[src/rtl/pit_mem_arbiter.sv]
// -----------------------------------------------------------------------------
// pit_mem_arbiter
//
// Shares the single PIT packet-memory port between two burst requesters:
//   requester 0 : FIB-side ingress, writes packets into memory
//   requester 1 : PIT-side egress, reads packets out of memory
// Each grant covers one burst of BURST_LEN consecutive byte addresses starting
// at the owner's base address. Ties are broken round-robin.
//
// Ports
//   clk         rising-edge clock
//   reset       synchronous active-high reset
//   req[1:0]    level burst requests (bit 0 = write/ingress, bit 1 = read/egress)
//   base_addr0  burst start address of requester 0, sampled at grant
//   base_addr1  burst start address of requester 1, sampled at grant
//   wdata0      write byte from requester 0, consumed whenever wr_pop0 is high
//   mem_rdata   memory read data, valid in the cycle after the access is issued
//   gnt[1:0]    registered one-hot grant, held for the whole burst
//   wr_pop0     requester 0 must present the next byte on wdata0 this cycle
//   mem_addr    registered memory byte address
//   mem_wdata   registered memory write data
//   mem_we      registered memory write enable
//   rdata1      read byte returned to requester 1
//   rvalid1     rdata1 valid strobe
//   done[1:0]   one-cycle burst-complete pulse per requester
//   busy        registered, high whenever the arbiter is not idle
// -----------------------------------------------------------------------------
module pit_mem_arbiter #(
   parameter int ADDR_W    = 62,
   parameter int DATA_W    = 8,
   parameter int BURST_LEN = 1024
) (
   input  logic              clk,
   input  logic              reset,
   input  logic [1:0]        req,
   input  logic [ADDR_W-1:0] base_addr0,
   input  logic [ADDR_W-1:0] base_addr1,
   input  logic [DATA_W-1:0] wdata0,
   input  logic [DATA_W-1:0] mem_rdata,
   output logic [1:0]        gnt,
   output logic              wr_pop0,
   output logic [ADDR_W-1:0] mem_addr,
   output logic [DATA_W-1:0] mem_wdata,
   output logic              mem_we,
   output logic [DATA_W-1:0] rdata1,
   output logic              rvalid1,
   output logic [1:0]        done,
   output logic              busy
);

   localparam int              CNT_W    = $clog2(BURST_LEN) + 1;
   localparam logic [CNT_W-1:0] CNT_LAST = CNT_W'(BURST_LEN - 1);

   // One-hot encoding so that a corrupted state register is detectable and
   // steered back to IDLE by the default branches below.
   typedef enum logic [3:0] {
      S_IDLE  = 4'b0001,
      S_GRANT = 4'b0010,
      S_BURST = 4'b0100,
      S_DONE  = 4'b1000
   } state_t;

   state_t            state;
   state_t            state_nxt;

   logic              owner;
   logic              owner_nxt;
   logic              last;
   logic              last_nxt;
   logic              pick;
   logic [ADDR_W-1:0] ptr;
   logic [ADDR_W-1:0] ptr_nxt;
   logic [CNT_W-1:0]  cnt;
   logic [CNT_W-1:0]  cnt_nxt;

   logic [1:0]        gnt_nxt;
   logic [1:0]        done_nxt;
   logic              busy_nxt;
   logic [ADDR_W-1:0] mem_addr_nxt;
   logic [DATA_W-1:0] mem_wdata_nxt;
   logic              mem_we_nxt;
   logic              rd_vld_nxt;
   logic              rd_vld_p1;

   // Round-robin choice: a lone request wins outright; on a tie the requester
   // that was not served last wins.
   always_comb begin
      pick = req[1];
      if (req == 2'b11) begin
         pick = ~last;
      end
   end

   // ---------------------------------------------------------------------------
   // State register
   // ---------------------------------------------------------------------------
   always_ff @(posedge clk) begin
      if (reset) begin
         state <= S_IDLE;
      end else begin
         state <= state_nxt;
      end
   end

   // ---------------------------------------------------------------------------
   // Next-state logic
   // ---------------------------------------------------------------------------
   always_comb begin
      state_nxt = state;
      case (state)
         S_IDLE: begin
            if (req != 2'b00) begin
               state_nxt = S_GRANT;
            end
         end
         S_GRANT: begin
            state_nxt = S_BURST;
         end
         S_BURST: begin
            if (cnt == CNT_LAST) begin
               state_nxt = S_DONE;
            end
         end
         S_DONE: begin
            state_nxt = S_IDLE;
         end
         default: begin
            state_nxt = S_IDLE;
         end
      endcase
   end

   // ---------------------------------------------------------------------------
   // Output / datapath next-value logic
   // ---------------------------------------------------------------------------
   always_comb begin
      owner_nxt     = owner;
      last_nxt      = last;
      ptr_nxt       = ptr;
      cnt_nxt       = cnt;
      gnt_nxt       = gnt;
      done_nxt      = 2'b00;
      mem_addr_nxt  = mem_addr;
      mem_wdata_nxt = mem_wdata;
      mem_we_nxt    = 1'b0;
      rd_vld_nxt    = 1'b0;
      wr_pop0       = 1'b0;

      case (state)
         S_IDLE: begin
            if (req != 2'b00) begin
               owner_nxt = pick;
               ptr_nxt   = pick ? base_addr1 : base_addr0;
               cnt_nxt   = '0;
               gnt_nxt   = pick ? 2'b10 : 2'b01;
            end
         end
         S_GRANT: begin
            // setup cycle, no memory access
         end
         S_BURST: begin
            mem_addr_nxt = ptr;
            ptr_nxt      = ptr + ADDR_W'(1);
            cnt_nxt      = cnt + CNT_W'(1);
            if (!owner) begin
               // Requester 0 cannot stall: its byte is taken on this edge.
               wr_pop0       = 1'b1;
               mem_wdata_nxt = wdata0;
               mem_we_nxt    = 1'b1;
            end else begin
               rd_vld_nxt = 1'b1;
            end
         end
         S_DONE: begin
            gnt_nxt         = 2'b00;
            done_nxt[owner] = 1'b1;
            last_nxt        = owner;
         end
         default: begin
            // Corrupted state: return every register to its reset value.
            owner_nxt     = 1'b0;
            last_nxt      = 1'b1;
            ptr_nxt       = '0;
            cnt_nxt       = '0;
            gnt_nxt       = 2'b00;
            mem_addr_nxt  = '0;
            mem_wdata_nxt = '0;
         end
      endcase

      busy_nxt = (state_nxt != S_IDLE);
   end

   // ---------------------------------------------------------------------------
   // Stage p0 -> p1: memory access issue and control registers
   // ---------------------------------------------------------------------------
   always_ff @(posedge clk) begin
      if (reset) begin
         owner     <= 1'b0;
         last      <= 1'b1;
         ptr       <= '0;
         cnt       <= '0;
         gnt       <= 2'b00;
         done      <= 2'b00;
         busy      <= 1'b0;
         mem_addr  <= '0;
         mem_wdata <= '0;
         mem_we    <= 1'b0;
         rd_vld_p1 <= 1'b0;
      end else begin
         owner     <= owner_nxt;
         last      <= last_nxt;
         ptr       <= ptr_nxt;
         cnt       <= cnt_nxt;
         gnt       <= gnt_nxt;
         done      <= done_nxt;
         busy      <= busy_nxt;
         mem_addr  <= mem_addr_nxt;
         mem_wdata <= mem_wdata_nxt;
         mem_we    <= mem_we_nxt;
         rd_vld_p1 <= rd_vld_nxt;
      end
   end

   // ---------------------------------------------------------------------------
   // Stage p1: read return, one cycle behind the issuing BURST cycle
   // ---------------------------------------------------------------------------
   // The memory answers the registered address within the following cycle, so
   // the return is forwarded directly and gated to zero when not valid.
   assign rvalid1 = rd_vld_p1;
   assign rdata1  = rd_vld_p1 ? mem_rdata : '0;

endmodule

[config.mk]
export PLATFORM = sky130hd
export DESIGN_NAME = pit_mem_arbiter
export DESIGN_NICKNAME = d
export VERILOG_FILES = /design/src/rtl/pit_mem_arbiter.sv
export SDC_FILE = /design/constraint.sdc
export NUM_CORES = 1
export LEC_CHECK = 0
export CORE_UTILIZATION = 44
export DETAILED_ROUTE_END_ITERATION = 12
export GPL_TIMING_DRIVEN = 0
export PLACE_DENSITY = 0.86
export SLEW_MARGIN = 30
export SYNTH_ARGS = -nofsm -noshare
export SYNTH_HDL_FRONTEND = slang
export SYNTH_SLANG_ARGS = --single-unit
[constraint.sdc]
create_clock -name clk -period 2.33 [get_ports clk]
set_input_delay 0.3495 -clock clk [delete_from_list [all_inputs] [get_ports clk]]
set_output_delay 0.3495 -clock clk [all_outputs]
set_load 0.005 [all_outputs]
Yosys cells after proc, flatten, opt, wreduce, memory -nomap -nowiden:

Cells that the tools add are included.
Widths: inputs -> output; s select.

* bits in registers: 156
* input bits: 144
* output and inout bits: 86
* logic and storage cells: 69

* add/sub/neg operators: 2
* order comparisons: 2
* eq/ne operators: 9
* multiplexer cells: 24
* bitwise operators: 7
* reduce and logical (&&, ||, !) cells: 13

Operator list (number)
* $pmux 62 s3: 1
* $mux 62: 2
* $pmux 62 s2: 1
* $add 62x1->62 const B: 1
* $pmux 11 s3: 1
* $mux 8: 2
* $pmux 8 s2: 1
* $pmux 4 s3: 1
* $add 11x1->11 const B: 1
* $eq 11x10->1 const B: 1
* $mux 11: 1
* $reduce_or 3->1: 3
* $mux 4: 2
* $reduce_and 2->1: 4
* $reduce_or 2->1: 4
* $not 1->1: 7
* $mux 1: 6
* $eq 4x1->1 const B: 1
* $eq 4x2->1 const B: 1
* $eq 4x3->1 const B: 1
* $eq 4x4->1 const B: 1
* $mux 2: 2
* $ne 2x2->1 const B: 2
* $ne 4x1->1 const B: 1
* 8 further kinds: 9

Logic depth before layout (Yosys ltp):

* depth in word-level cells: 5
* gate-level depth with buffers: 8
* gate-level depth less buffers: 7

Worst setup path after synthesis:

Ideal clock, no wire load.

* kind: register -> register
* start: reg ptr[0]
* end: reg ptr[60]
* library setup time: 120 ps
* arrival time: 2035 ps
* required time: 2210 ps
* path slack: 175 ps
* cell stages (with the launch flop): 8
* path buffers: 0
* period minus slack after synthesis: 2155 ps
* path through: dfxtp_1 ha_1 nand3_2 nor4_4 nand3_4 nor4_4 mux2i_1 a211o_1

* word-level cells in the longest chain between the ends: 2

RTL lines
* from (decl): RTL line 71 `logic [ADDR_W-1:0] ptr;`
* from (signal assigned): RTL line 213 `ptr <= ptr_nxt;`
* $add 62x1->62: RTL line 163 `ptr_nxt = ptr + ADDR_W'(1);`
* $pmux 62 s3: RTL line 149 `case (state)`

No other way between the ends.
A chain may end at the register's enable or synchronous reset.

Final worst setup path:

* start: reg state[3]
* end: out wr_pop0

* word-level cells in the longest chain between the ends: 2

RTL lines
* from (decl): RTL line 63 `state_t state;`
* from (signal assigned): RTL line 101 `state <= state_nxt;`
* $eq 4x3->1: RTL line 149
* $mux 1
* to (decl): RTL line 41 `output logic wr_pop0,`

No other way between the ends.

==> flow_metrics.tcl <==
set metrics [dict create \
    core_um2 18000 \
    finalSetupViolCount 1 \
    design_area_um2 11700 \
    crit_cells 5 \
    grt_pass1_wl_um 50700 \
    synth-main-ff-cell "dfxtp_1" \
    cp-end-kind "primary output" \
    post-dp-hpwl_um 24500 \
    cp_max_fo 10 \
    drive_gt1_share_pct 9.93 \
    cp-start-kind "register" \
    holdWs_ns 0.459 \
    cp_top_family "buffers and inverters" \
    htreeDepth 4 \
    fmaxAchievable_mhz 429 \
    path_cells "buf_4 > or3_4 > clkbuf_16 > nor2_4 > dlygate4sd2_1" \
    grt_use_total_pct 36.3 \
    leakagePower_uw 0.00425 \
    fin_ws_ns -0.00362 \
    gp_congestion 1.02 \
    tightest_slew_ns 0.872 \
    worst-setup-path-type "reg2out" \
    ys_ff_latch 156 \
    cts_hold_buffers 0 \
    yosys_warnings 0 \
    pwr_density_cell_nw_per_um2 618 \
    synth_top_cell_by_area "dfxtp_1" \
    wirelength_um 34500 \
    final_hold_viol_count 0 \
    synth_cells 1070 \
    io_pins 230 \
    crit_buf_inv 3 \
    synth-edff-count 0 \
    place_area_um2 10700 \
    drv_cap 0 \
    cts_buffers 17 \
    layout_commonest_cell "clkdlybuf4s50_1" \
    gr-total-overflow 0 \
    seq_area_frac_synth_pct 38.5 \
    fp.dieW_um 138 \
    whs_path_depth 2 \
    clk_pin_slew_worst_paths_ns 0.06 \
    hp-class "reg2reg" \
    final_cell_mix "clkdlybuf4s50_1 (228), nand2_1 (148), dfxtp_1 (148)" \
    cts_sinks 156 \
    synthTopCellsByArea "dfxtp_1 (38%), nand2_1 (6.9%), a22oi_1 (6.8%), a21oi_1 (6.7%), nor2_1 (6.0%)" \
    antenna_found_initial 0 \
    vias 9789 \
    period_share_pct 100 \
    maxSlewViolCount 0 \
    cts_root_buffer "clkbuf_16" \
    synthArstFlopShare_pct 0 \
    first_pass_iters 7 \
    first_global_vias 8857 \
    die_height_um 138 \
    finalCriticalPeriod_ns 2.33 \
    slew_headroom_pct 41.9 \
    violations "negative setup slack" \
    drtIter0Drc 1218 \
    drc 0 \
    portBuffers 229 \
    peakVddDrop_v 0.000530 \
    worst_path_max_delay_cell "or3_4" \
    vias_per_cell 6.24 \
    synth.distinct_cells 63 \
    area_growth_pct 44.0 \
    netlist.area_leader.share_pct 38.5 \
    syn_area_um2 8110 \
    status "finished with violations" \
    power_uw 7220 \
    ant_nets 0 \
    nets 1473 \
    dieArea_um2 19000 \
    finalCoreUtilization_pct 64.8 \
    insertion_delay_ns 0.44 \
    cts_max_path_buffers 2 \
    grt_start_max_net_pins 17 \
    worst_ep_required_time_ns 1.98 \
    rows 49 \
    initial_core_util_pct 45.0 \
    clock_skew_ns 0.0181 \
    avgSynthCellArea_um2 7.58 \
    cpPeakStageDelay_ns 0.41 \
    syn_nets 1216 \
    r2r.worst_path.cells 8 \
    avgRoutedWirePerCell_um 22.0 \
    crit_arrival_ns 1.98 \
    cts_tree "built" \
]
-- what timing repair did --
item,CTS,global route
pin swaps,4,5
setup endpoints to repair,137,91
setup buffers,6,5
gates resized for setup,47,61
-- where the power goes --
part           switching [uW]  internal, uW
clock network            1170          1700
registers                 196          2790
logic                     800           559
-- worst paths after layout --
| check | from | endpoint | slack [ns] |
|---|---|---|---|
| max | state[3] | wr_pop0 | -0.004 |
| min | mem_addr[32] | mem_addr[32] | 0.46 |
| max reg2reg | ptr[0] | ptr[36] | 0.04 |
| min reg2reg | mem_addr[32] | mem_addr[32] | 0.46 |
-- metal layers --
layer | track usage (%) | up-vias | share of wire [%]
met5 | 0 | - | 0
met4 | 19.0 | 0 | 4.9
met3 | 7.95 | 133 | 12
met2 | 57.4 | 731 | 45
met1 | 46.2 | 4527 | 38
li1 | - | 4398 | -
-- sequential cells by signal, summed over array words and instances, names as in the netlist --
register	count
busy	1
cnt	11
done	2
gnt	2
last	1
mem_addr	62
mem_wdata	8
mem_we	1
owner	1
ptr	62
rvalid1	1
state	4
-- cells by family after synthesis --
| kind of cell | synth area share, % |
|---|---|
| fa+ha+maj | 0.308 |
| mux | 2.73 |
| flops | 38.5 |
| xor+xnor | 2.48 |
| compound gates | 23.7 |
| buf+inv | 4.13 |
| simple gates | 28.1 |
-- Yosys cell counts, types with 4 or more instances --
cell type	instances
buf_2	7
or2_2	4
nand2_1	149
nor4_1	15
and2_1	13
o21a_1	4
o211ai_1	5
nand3_1	30
inv_1	9
mux2i_1	21
and3_1	14
nor3b_1	5
o22ai_1	14
xnor2_1	15
nor3_1	31
nand4_1	26
buf_1	9
dfxtp_1	156
and4_1	5
nor2_1	130
xor2_1	8
a31oi_1	8
a21oi_1	108
a21o_1	8
o32ai_1	5
o21ai_0	64
nand2b_1	15
or3_1	9
clkbuf_1	62
a22oi_1	73
-- worst reg2reg max path: stages (launching register included) --
cell and delay [ns]:
dfxtp_2 0.40, ha_1 0.23, nand3_2 0.24, nor4_4 0.20
buf_4 0.21, nand4_2 0.23, and3_1 0.30, a2111oi_2 0.28
nor2_1 0.06
-- metrics by stage --
step | cells | setup slack, ns | TNS (ns)
after global routing | 1568 | -0.0168 | -0.0203
after CTS | 1564 | -0.00843 | -0.0157
after floorplan | 1070 | 0.175 | 0
after detailed placement | 1528 | -1.04 | -55.02
after global placement | 1528 | -1.04 | -67.55
final | 1569 | -0.00362 | -0.00362
-- area by class of cell --
| class | instances | area [um^2] |
|---|---|---|
| fillers | 1582 | 6340 |
| multi-input cells | 827 | 4890 |
| flip-flops and latches | 156 | 3130 |
| repair buffers | 240 | 2370 |
| clock buffers | 20 | 447 |
| plain buffers | 76 | 375 |
| well taps | 229 | 287 |
| clock inverters | 11 | 145 |
| inverters | 9 | 33.8 |
| diodes | 1 | 2.50 |
Note: power is estimated with default switching activity, not from simulation.
